==> src/rtl/mnist_run_controller.sv <==
// Run sequencer for the systolic-array MNIST wrapper: turns switch commands into
// load/start handshakes, steps images, decodes and scores one-hot results.
module mnist_run_controller #(
  parameter int N_IMAGES       = 16,
  parameter int IMG_W          = 4,
  parameter int NUM_CLASSES    = 10,
  parameter int TIMEOUT_CYCLES = 1048576,
  parameter int CNT_W          = $clog2(N_IMAGES + 1)
) (
  input  logic                   clk,
  input  logic                   reset,
  input  logic                   cmd_load,
  input  logic                   cmd_run_one,
  input  logic                   cmd_sweep,
  input  logic [IMG_W-1:0]       sel_image,
  output logic                   sa_load_params,
  output logic                   sa_start_comp,
  output logic [IMG_W-1:0]       sa_image_num,
  input  logic                   sa_ready,
  input  logic [NUM_CLASSES-1:0] sa_classes,
  input  logic [3:0]             exp_label,
  output logic [3:0]             result_digit,
  output logic                   result_valid,
  output logic                   params_loaded,
  output logic                   busy,
  output logic                   onehot_err,
  output logic                   timeout_err,
  output logic [CNT_W-1:0]       done_cnt,
  output logic [CNT_W-1:0]       correct_cnt
);

  localparam int TMO_W = $clog2(TIMEOUT_CYCLES + 1);
  localparam logic [TMO_W-1:0] TMO_LAST = TMO_W'(TIMEOUT_CYCLES - 1);
  localparam logic [IMG_W-1:0] IMG_LAST = IMG_W'(N_IMAGES - 1);

  typedef enum logic [2:0] {
    IDLE, LOAD_REQ, LOAD_WAIT, RUN_REQ, RUN_WAIT, CAPTURE, NEXT
  } state_t;

  function automatic logic is_onehot(input logic [NUM_CLASSES-1:0] c);
    return (c != '0) && ((c & (c - NUM_CLASSES'(1))) == '0);
  endfunction

  function automatic logic [3:0] onehot_idx(input logic [NUM_CLASSES-1:0] c);
    logic [3:0] idx;
    idx = 4'h0;
    for (int i = 0; i < NUM_CLASSES; i++)
      if (c[i]) idx = 4'(i);
    return idx;
  endfunction

  // Bit order: {sa_ready, cmd_sweep, cmd_run_one, cmd_load}
  logic [3:0] sync1_q, sync2_q, prev_q;
  logic       edge_load, edge_run, edge_sweep, rdy_s;

  always_ff @(posedge clk or posedge reset) begin
    if (reset) begin
      sync1_q <= '0;
      sync2_q <= '0;
      prev_q  <= '0;
    end else begin
      sync1_q <= {sa_ready, cmd_sweep, cmd_run_one, cmd_load};
      sync2_q <= sync1_q;
      prev_q  <= sync2_q;
    end
  end

  assign edge_load  = sync2_q[0] & ~prev_q[0];
  assign edge_run   = sync2_q[1] & ~prev_q[1];
  assign edge_sweep = sync2_q[2] & ~prev_q[2];
  assign rdy_s      = sync2_q[3];

  state_t            state_q;
  logic              load_q, start_q, sweep_q, rv_q, loaded_q, oh_err_q, to_err_q;
  logic [IMG_W-1:0]  img_q;
  logic [3:0]        digit_q;
  logic [CNT_W-1:0]  done_q, corr_q;
  logic [TMO_W-1:0]  tmo_q;
  logic              in_wait, tmo_hit, cls_ok;
  logic [3:0]        cls_idx;

  assign in_wait = (state_q == LOAD_REQ) || (state_q == LOAD_WAIT) ||
                   (state_q == RUN_REQ)  || (state_q == RUN_WAIT);
  assign tmo_hit = (tmo_q == TMO_LAST);
  assign cls_ok  = is_onehot(sa_classes);
  assign cls_idx = onehot_idx(sa_classes);

  always_ff @(posedge clk or posedge reset) begin
    if (reset) begin
      state_q  <= IDLE;
      load_q   <= 1'b0;
      start_q  <= 1'b0;
      sweep_q  <= 1'b0;
      rv_q     <= 1'b0;
      loaded_q <= 1'b0;
      oh_err_q <= 1'b0;
      to_err_q <= 1'b0;
      img_q    <= '0;
      digit_q  <= 4'hF;
      done_q   <= '0;
      corr_q   <= '0;
      tmo_q    <= '0;
    end else begin
      rv_q <= 1'b0;
      if (in_wait && tmo_hit) begin
        // Abort: partial counts are kept, params stay unloaded after a load abort
        load_q   <= 1'b0;
        start_q  <= 1'b0;
        to_err_q <= 1'b1;
        state_q  <= IDLE;
      end else begin
        unique case (state_q)
          IDLE: begin
            tmo_q <= '0;
            if (edge_load) begin
              oh_err_q <= 1'b0;
              to_err_q <= 1'b0;
              loaded_q <= 1'b0;
              load_q   <= 1'b1;
              state_q  <= LOAD_REQ;
            end else if ((edge_sweep || edge_run) && loaded_q) begin
              oh_err_q <= 1'b0;
              to_err_q <= 1'b0;
              done_q   <= '0;
              corr_q   <= '0;
              sweep_q  <= edge_sweep;
              img_q    <= edge_sweep ? '0 : sel_image;
              start_q  <= 1'b1;
              state_q  <= RUN_REQ;
            end
          end
          LOAD_REQ: begin
            if (!rdy_s) begin
              load_q  <= 1'b0;
              tmo_q   <= '0;
              state_q <= LOAD_WAIT;
            end else begin
              tmo_q <= tmo_q + TMO_W'(1);
            end
          end
          LOAD_WAIT: begin
            if (rdy_s) begin
              loaded_q <= 1'b1;
              state_q  <= IDLE;
            end else begin
              tmo_q <= tmo_q + TMO_W'(1);
            end
          end
          RUN_REQ: begin
            if (!rdy_s) begin
              start_q <= 1'b0;
              tmo_q   <= '0;
              state_q <= RUN_WAIT;
            end else begin
              tmo_q <= tmo_q + TMO_W'(1);
            end
          end
          RUN_WAIT: begin
            if (rdy_s) state_q <= CAPTURE;
            else       tmo_q   <= tmo_q + TMO_W'(1);
          end
          CAPTURE: begin
            rv_q   <= 1'b1;
            done_q <= done_q + CNT_W'(1);
            if (cls_ok) begin
              digit_q <= cls_idx;
              if (cls_idx == exp_label) corr_q <= corr_q + CNT_W'(1);
            end else begin
              digit_q  <= 4'hF;
              oh_err_q <= 1'b1;
            end
            state_q <= NEXT;
          end
          NEXT: begin
            if (sweep_q && (img_q != IMG_LAST)) begin
              img_q   <= img_q + IMG_W'(1);
              tmo_q   <= '0;
              start_q <= 1'b1;
              state_q <= RUN_REQ;
            end else begin
              state_q <= IDLE;
            end
          end
          default: state_q <= IDLE;
        endcase
      end
    end
  end

  assign sa_load_params = load_q;
  assign sa_start_comp  = start_q;
  assign sa_image_num   = img_q;
  assign result_digit   = digit_q;
  assign result_valid   = rv_q;
  assign params_loaded  = loaded_q;
  assign busy           = (state_q != IDLE);
  assign onehot_err     = oh_err_q;
  assign timeout_err    = to_err_q;
  assign done_cnt       = done_q;
  assign correct_cnt    = corr_q;

endmodule

==> config.mk <==
export PLATFORM = sky130hd
export DESIGN_NAME = mnist_run_controller
export DESIGN_NICKNAME = d
export VERILOG_FILES = /design/src/rtl/mnist_run_controller.sv
export SDC_FILE = /design/constraint.sdc
export NUM_CORES = 1
export LEC_CHECK = 0
export BUFFER_PORTS_ARGS = -buffer_cell sky130_fd_sc_hd__buf_2
export CORE_AREA = 2 2 61 106
export DETAILED_ROUTE_END_ITERATION = 10
export DIE_AREA = 0 0 63 108
export PLACE_DENSITY_LB_ADDON = 0.15
export SETUP_SLACK_MARGIN = 0.2
export SYNTH_ARGS = -nofsm -noshare
export SYNTH_HDL_FRONTEND = slang
export SYNTH_SLANG_ARGS = --single-unit
==> constraint.sdc <==
create_clock -name clk -period 5.7 [get_ports clk]
set_clock_uncertainty 0.15 [all_clocks]
set_input_delay 1.14 -clock clk [delete_from_list [all_inputs] [get_ports clk]]
set_output_delay 1.14 -clock clk [all_outputs]
set_load 0.05 [all_outputs]
==> Yosys cells after proc, flatten, opt, wreduce, memory -nomap -nowiden <==
Index checks and enable logic that the tools add are counted.
{ "word_totals": {"reg_bits": 60, "input_bits": 24, "out_inout_bits": 25, "wordCells": 146} }
{ "op_classes": {"n_addsub": 5, "n_eq_ne": 28, "muxes": 54, "n_bitwise": 9, "n_reduce_logical": 34} }
{ "ops": {"columns": ["operator", "count"], "rows": [
  ["case mux 21 bit (4 select lines)", 1],
  ["2-to-1 mux 21 bit", 3],
  ["2-to-1 mux 4 bit", 13],
  ["adder 21 x 1 -> 21 bit, second input constant", 1],
  ["equality test 21 x 20 -> 1 bit, second input constant", 1],
  ["2-to-1 mux 3 bit", 7],
  ["case mux 3 bit (7 select lines)", 1],
  ["2-to-1 mux 5 bit", 4],
  ["case mux 5 bit (2 select lines)", 2],
  ["AND reduction 4 bit", 5],
  ["inequality test 2 bit, second input constant", 9],
  ["2-to-1 mux 1 bit", 17],
  ["inequality test 3 bit, second input constant", 5],
  ["AND reduction 5 bit", 3],
  ["inequality test 3 x 2 -> 1 bit, second input constant", 4],
  ["adder 5 x 1 -> 5 bit, second input constant", 2],
  ["AND 10 bit", 1],
  ["logical NOT 10 bit", 1],
  ["nonzero test 10 bit", 1],
  ["subtractor 10 x 1 -> 10 bit, second input constant", 1],
  ["equality test 3 bit, second input constant", 3],
  ["nonzero test 3 bit", 3],
  ["inequality test 4 bit, second input constant", 2],
  ["case mux 4 bit (2 select lines)", 1],
  ["18 further kinds", 39]
]} }

==> Longest topological paths before layout <==
Gate-level depths: netlist of the first run.
{ "depth": {"word_depth": 13, "ltp_mapped": 10, "ltp_nobuf": 8} }

==> Least setup slack after synthesis of the first run <==
No wires, ideal clock.
{ "synth_timing": {"kind": "input port to flip-flop", "start": "input port sa_classes[9]", "end": "register corr_q[2], in the netlist correct_cnt[2]", "setup_ns": 0.118, "arrival_ns": 2.721, "required_ns": 5.432, "slack_ns": 2.711, "cell_stages": 7, "n_path_buf": 1, "cell_sequence": "clkbuf_1 > nor2_1 > or3b_2 > a221oi_4 > a31oi_2 > o21bai_1 > a21o_1"} }
{ "synth_via": {"elab_chain_len": 6, "word_cells_on_any_way": 10, "cone_classes": "add/sub (1); eq/ne (3); mux (1); bitwise (1); reduce/logical (4)"} }
{ "synth_lines": {"columns": ["item", "line_no", "source"], "rows": [
  ["start, declared", "20", "input logic [NUM_CLASSES-1:0] sa_classes,"],
  ["subtractor 10 x 1 -> 10 bit", "41", "return (c != '0) && ((c & (c - NUM_CLASSES'(1))) == '0);"],
  ["AND 10 bit", "41", null],
  ["logical NOT 10 bit", "41", null],
  ["logical AND 1 bit", "41", null],
  ["inequality test 2 bit (no line)", null, null],
  ["AND reduction 6 bit (no line) *", null, null],
  ["end signal, assigned", "167", "if (cls_idx == exp_label) corr_q <= corr_q + CNT_W'(1);"],
  ["end, declared", "77", "logic [CNT_W-1:0] done_q, corr_q;"]
]} }
Every way passes the cells marked *; elsewhere a longest branch is shown, timed or not.
A chain may end at the register's enable or synchronous reset.

==> Worst setup path in the final report of the first run <==
{ "layout_timing": {"start": "register state_q[1]", "end": "output port busy"} }
{ "layout_via": {"elab_chain_len": 1} }
{ "layout_lines": {"columns": ["item", "line_no", "source"], "rows": [
  ["start, declared", "73", "state_t state_q;"],
  ["start signal, assigned", "90", "state_q <= IDLE;"],
  ["start signal, assigned", "110", "state_q <= IDLE;"],
  ["start signal, assigned", "120", "state_q <= LOAD_REQ;"],
  ["nonzero test 3 bit", "196", "assign busy = (state_q != IDLE);"],
  ["end, declared", "25", "output logic busy,"]
]} }
Every way passes these cells.

==> results of run 1 <==
-- sequential cells by signal, summed over array words and instances, names as in the netlist, 3 cells and up --
signal        flops
sync2_q           4
state_q           3
prev_q            3
correct_cnt       5
sync1_q           4
tmo_q            21
sa_image_num      4
result_digit      4
done_cnt          5
-- through the flow --
step                setup slack, ns  hold WS (ns)  total power, mW
floorplan                      2.71         0.181             1.01
global placement               2.68         0.185             1.11
detailed placement             2.65         0.186             1.12
CTS                            2.63         0.200             1.57
global route                   2.32         0.205             1.66
finish                         2.66         0.197             1.56
-- cell usage in the layout, fill, tap and decap left out, drive strengths merged, types with 2 or more instances in the layout --
| cell | count |
|---|---|
| buf | 50 |
| a221oi | 2 |
| nor4b | 2 |
| and2 | 3 |
| o41ai | 6 |
| o21bai | 2 |
| nor4 | 2 |
| or3 | 2 |
| dfrtp | 56 |
| dfstp | 4 |
| mux2i | 2 |
| a31oi | 9 |
| and3 | 4 |
| nand2b | 11 |
| o21ai | 44 |
| o21a | 2 |
| nand3 | 23 |
| nor2 | 39 |
| nor3b | 3 |
| a21oi | 17 |
| bufinv | 2 |
| o211ai | 2 |
| xnor2 | 3 |
| xor2 | 5 |
| nand2 | 29 |
| or4 | 2 |
| clkinv | 2 |
| o31ai | 10 |
| o2bb2ai | 3 |
| nor2b | 6 |
| nand3b | 3 |
| nand4 | 5 |
| inv | 6 |
| ha | 4 |
| nor3 | 13 |
| clkbuf | 12 |
-- worst paths after layout --
check,start,to,slack [ns]
min,sync1_q[1]$_DFF_PP0_,sync2_q[1]$_DFF_PP0_,0.20
max reg2reg,tmo_q[0]$_DFFE_PP0P_,tmo_q[3]$_DFFE_PP0P_,2.66
min in group asynchronous,reset,done_cnt[1]$_DFFE_PP0P_,0.85
min reg2reg,sync1_q[1]$_DFF_PP0_,sync2_q[1]$_DFF_PP0_,0.20
max in group asynchronous,reset,prev_q[1]$_DFF_PP0_,4.06
max,state_q[1]$_DFFE_PP0P_,busy,2.66
-- cell type report --
type	instances	area, µm²	share of cell area
multi-input combinational	269	1580	0.427
sequential	60	1510	0.408
timing repair buffer	50	255	0.0691
clock buffer	12	165	0.0447
tap	78	97.6	0.0264
clock inverter	4	70.1	0.0190
inverter	6	22.5	0.00610
-- where the power goes --
part           internal [mW]  leakage (nW)  total [mW]  switching (mW)
registers              0.481         0.778       0.568          0.0876
clock network          0.280         0.122       0.443           0.163
logic                  0.160         0.755       0.546           0.386
-- kinds of logic after synthesis --
group,after synthesis,share of synthesized area
compound gates,105,0.214
xor+xnor,8,0.0219
fa+ha+maj,4,0.0157
buf+inv,25,0.0352
flops,60,0.471
mux,2,0.00626
simple gates,150,0.235
-- critical path: cells and delay by family, from the launching register on --
family / cells / cell delay (ns)
simple gates: 1 / 0.57
flops: 1 / 0.56
buf+inv: 1 / 0.27
-- metal layers --
metal	vias up	wire length, µm
li1	1374	-
met1	1357	2830
met2	52	3800
met3	8	231
met4	0	101
met5	-	0
==> results.ini, run 1 <==
[status]
status = completed

[logic_synthesis]
synth_cell_types = 51
avgSynthCellArea_um2 = 9.03
synthArstFlopShare = 1.00
syn_inst = 354
synth.most_common_cell = dfrtp_1
ys_seq_area_frac = 0.471
ys_top_cells_by_area = dfrtp_1 (44%), o21ai_0 (5.2%), nor2_1 (4.6%)
syn_nets = 382
ys_ff_latch = 60
synth_commonest_cells = dfrtp_1 (56), nor2_1 (39), o21ai_0 (33), nand2_1 (29), nand3_1 (23)
synth_top_area_cell = dfrtp_1
synth-warning-count = 0
syn_area_um2 = 3200
synth_edf_count = 0
synth_top_area_frac = 0.438
synth_flop_cell = dfrtp_1

[timing]
slew_violations = 0
setup_viol = 0
relSlewSlack = 0.479
period_minus_slack_ns = 3.04
tns_ns = 0
finalHoldViolCount = 0
tightest_slew_ns = 0.781
timing.final.crit_share = 0.533
fmax_mhz = 329
rsz0062_at_grt = no

[floorplanning]
initial_core_util = 0.544
rows = 37
die_area_um2 = 6800
die_w_um = 63
die_h_um = 108
io_pins = 49
coreArea_um2 = 5880

[worst_setup_path]
crit_fanout = 17
worstPathRequired_ns = 4.41
cp-end-kind = output port
crit_arrival_ns = 1.75
worstSetupStartpointType = register
slowest_stage = or3_1
critical_path.cell_chain = or3_1 > buf_2
slowest_delay_ns = 0.57
path_class = reg -> out
r2r_cells = 9

[clock_network]
hold_buffers = 0
clk_pin_slew_ns = 0.07
cts_inserted_buffers = 9
post_cts_buffers = 0
clk_path_buf_depth = 2
cts-root-buf = clkbuf_8
cts_resized = 0
htreeDepth = 3
clock_latency_ns = 0.34
cts_tree = yes
clkSinkCount = 60

[worst_hold_path]
hold_path.class = reg -> reg
hold_path_depth = 0

[drt]
drt_iter0_drc = 168
drc = 0
firstDrtPassIters = 5
num_vias = 2791
viasPerCell = 5.83
wl_mm = 6.97
wl_per_cell_um = 14.5
ant_nets = 0

[grt]
grt_use_met2 = 0.407
grt_max_degree = 61
grt_overflow = 0
grt_pass1_wl_mm = 12.1
busiest_layer = met2
grt_antenna_before_repair = 0
met1_usage = 0.254
grtUsageMet3 = 0.0468
grt_pass1_vias = 2717
gr-usage-all-layers = 0.226

[place]
place_inst = 463
port-buffer-count = 48
gp_congestion = 0.790
place_hpwl_mm = 4.95
place_area_um2 = 3460

[job]
cap_violations = 0

[power_and_ir_drop]
power_density_nw_per_um2 = 422
power_leakage_nw = 1.66
vdd_drop_max_mv = 0.273

[finish]
fill_cells = 548
design_area_um2 = 3690
final_nets = 424
drive_gt1_frac = 0.192
final_core_util = 0.628
syn2layout_area_growth_pct = 15.6
fin_cells = 479
diodes = 0

(Power assumes the default switching activity.)
==> inputs of run 2 (changes only) <==
ABC_AREA = 1   (was unset)
CORE_AREA = 2 2 67 116   (was 2 2 61 106)
DIE_AREA = 0 0 69 118   (was 0 0 63 108)
clock period = 2.7 ns   (was 5.7 ns; I/O delays follow)
==> run 2 against run 1 <==
Net effect: synthesized area is 16% higher; non-clock buffer count rose by 5; global-route usage grew 1.1 points; total power is 150% higher; wire length is 33% higher; die area increased by 20%; setup slack got worse by 2.3 ns; sequential power increased by 110%; combinational power rose to 2.7 times the previous value; first-iteration DRC count increased by 38%; critical path depth increased by 8; clock-buffer cell count is 1 lower; critical endpoint is now tmo_q[6]$_DFFE_PP0P_.
==> results.ini, run 2 <==
[logic_synthesis]
syn_inst = 503  ; +42%
synth.most_common_cell = nand2_1
synthArstFlopShare = 1.00  ; unchanged
ys_seq_area_frac = 0.405  ; -0.0658
synth_cell_types = 36  ; -29%
ys_ff_latch = 60  ; unchanged
synth_flop_cell = dfrtp_1
synth_commonest_cells = nand2_1 (143), dfrtp_1 (56), inv_1 (56), nand3_1 (53), nor2_1 (52)
syn_nets = 531  ; +39%
ys_top_cells_by_area = dfrtp_1 (38%), nand2_1 (14%), nand3_1 (7.1%)
syn_area_um2 = 3720  ; +16%
synth_top_area_frac = 0.377  ; -0.0613
synth_top_area_cell = dfrtp_1
avgSynthCellArea_um2 = 7.39  ; -18%
synth_edf_count = 0  ; unchanged
synth-warning-count = 0  ; unchanged

[grt]
grt_pass1_vias = 3488  ; +28%
grt_pass1_wl_mm = 15.5  ; +28%
grt_max_degree = 61  ; unchanged
gr-usage-all-layers = 0.238  ; +0.0114
grt_overflow = 0  ; unchanged
grt_antenna_before_repair = 0  ; unchanged

[clock_network]
clock_latency_ns = 0.33  ; about the same
cts_inserted_buffers = 9  ; unchanged
post_cts_buffers = 0  ; unchanged
clk_pin_slew_ns = 0.05  ; -0.02 ns
cts_tree = yes
cts_resized = 0  ; unchanged
clkSinkCount = 60  ; unchanged
htreeDepth = 3  ; unchanged
clk_path_buf_depth = 2  ; unchanged
hold_buffers = 0  ; unchanged
cts-root-buf = clkbuf_16

[place]
place_hpwl_mm = 7.03  ; +42%
port-buffer-count = 48  ; unchanged
gp_congestion = 0.930  ; +18%
place_ws_ns = 0.377  ; -2.27 ns

[timing]
fmax_mhz = 435
rsz0062_at_grt = no
tns_ns = 0  ; unchanged
layout_setup_ws_ns = 0.400  ; -2.26 ns
setup_viol = 0  ; unchanged
period_minus_slack_ns = 2.30
relSlewSlack = 0.724  ; +0.245
slew_violations = 0  ; unchanged
tightest_slew_ns = 0.410  ; -0.371 ns
finalHoldViolCount = 0  ; unchanged
timing.final.crit_share = 0.852

[finish]
diodes = 0  ; unchanged
final_common_cell = nand2_1
syn2layout_area_growth_pct = 18.2
layout_common_cells = nand2_1 (143), dfrtp_1 (56), inv_1 (55)
final_core_util = 0.612  ; -0.0166
drive_gt1_frac = 0.193  ; +0.000900
largest_register_ffs = 21  ; unchanged
final_nets = 588  ; +39%
regMostFlops = tmo_q

[floorplanning]
die_w_um = 69  ; +9.5%
die_area_um2 = 8140  ; +20%
io_pins = 49  ; unchanged
die_h_um = 118  ; +9.3%
rows = 41  ; +11%
coreArea_um2 = 7180  ; +22%
initial_core_util = 0.517  ; -0.0263

[worst_setup_path]
slowest_delay_ns = 0.40  ; -0.17 ns
worstPathRequired_ns = 2.76  ; -1.65 ns
r2r_end = tmo_q[6]$_DFFE_PP0P_
r2r_start = tmo_q[0]$_DFFE_PP0P_
path_class = reg -> reg
worstSetupStartpointType = register
critical_path.cell_chain = ha_1 > inv_2 > nor2_8 > nand2_4 > nor3b_4 > nand3_4 > nand3_4 > inv_4 > o21ai_0 > o21ai_2
crit_arrival_ns = 2.36  ; +0.61 ns
worstSetupStartpoint = tmo_q[0]$_DFFE_PP0P_
r2r_cells = 10  ; +1
cpMostUsedCell = nand3_4
crit_fanout = 28  ; +11
r2r_slack_ns = 0.40  ; -2.26 ns
critical_path.endpoint = tmo_q[6]$_DFFE_PP0P_
cp-end-kind = register
slowest_stage = dfrtp_1

[drt]
viasPerCell = 5.33  ; -8.6%
drt_iter0_drc = 231  ; +38%
drc = 0  ; unchanged
firstDrtPassIters = 4  ; -1
ant_nets = 0  ; unchanged
wl_mm = 9.27  ; +33%
num_vias = 3467  ; +24%
wl_per_cell_um = 14.2  ; -2.2%

[status]
status = completed

[power_and_ir_drop]
power_density_nw_per_um2 = 882  ; +110%
power_leakage_nw = 2.29  ; +39%
vdd_drop_max_mv = 0.475  ; +74%

[worst_hold_path]
hold_path.class = in -> async

[job]
cap_violations = 0  ; unchanged

==> run 2: changes by cell type after synthesis, moves of 11 or more <==
cell | previous run | this run
inv_1 | 6 | 56
xor2_1 | 5 | 17
nor2_1 | 39 | 52
o21ai_2 | 0 | 15
nand2_1 | 29 | 143
nand2b_1 | 11 | 0
nand3_1 | 23 | 53
==> run 2: kinds of logic after synthesis <==
kind of cell             after synthesis  synth area share
AO/OA/AOI/OAI                         57            0.0990
XOR/XNOR                              23            0.0542
adder cells (fa/ha/maj)                4            0.0135
buffers and inverters                 68            0.0744
flip-flops                            60             0.405
AND/OR/NAND/NOR                      291             0.354
==> run 2: how the worst min path moves through the flow <==
stage / startpoint / to / slack (ns) / cells past startpoint
2_1_floorplan: sync1_q[0]$_DFF_PP0_ / sync2_q[0]$_DFF_PP0_ / 0.18 / 0
3_3_place_gp: sync1_q[1]$_DFF_PP0_ / sync2_q[1]$_DFF_PP0_ / 0.19 / 0
3_5_place_dp: sync1_q[2]$_DFF_PP0_ / sync2_q[2]$_DFF_PP0_ / 0.19 / 0
4_1_cts: reset / sa_image_num[0]$_DFFE_PP0P_ / 0.12 / 3
5_1_grt: cmd_sweep / sync1_q[2]$_DFF_PP0_ / 0.15 / 1
6_report: reset / sa_image_num[0]$_DFFE_PP0P_ / 0.11 / 3
==> run 2: layout make-up <==
cell class | instances | area [µm²]
clock buffers | 11 | 243
clock inverters | 5 | 75.1
fillers | 669 | 2790
inverters | 59 | 224
multi-input cells | 375 | 1930
flip-flops and latches | 60 | 1510
well taps | 86 | 108
repair buffers | 55 | 305
==> run 2: worst max-delay path, delay by kind of cell (launching register included) <==
kind / cells / cell delay (ns)
adders and majority gates: 1 / 0.28
and+or+nand+nor: 5 / 0.83
DFF: 1 / 0.40
buffers and inverters: 2 / 0.29
AOI/OAI and AO/OA: 2 / 0.23
==> run 2: power breakdown <==
| part | internal [mW] | switching [mW] | leakage, nW |
|---|---|---|---|
| logic | 0.379 | 1.10 | 1.36 |
| clock network | 0.827 | 0.390 | 0.159 |
| registers | 1.05 | 0.136 | 0.776 |
==> run 2: metal layers <==
layer  wire [µm]  global-route usage  vias up
met5           0                   0        -
met4         344               0.131        0
met3         350              0.0616       25
met2        5080               0.422       75
met1        3490               0.251     1626
li1            -                   -     1741
==> run 2: stage by stage <==
stage                     cell area (µm²)  hold slack [ns]  instances  total power, mW
after floorplan                      3720            0.181        503             2.31
after global placement               4080            0.185        635             2.65
after detailed placement             4080            0.189        635             2.68
after CTS                            4390            0.125        651             3.91
after global routing                 4390            0.153        651             4.10
final                                4390            0.111        651             3.88
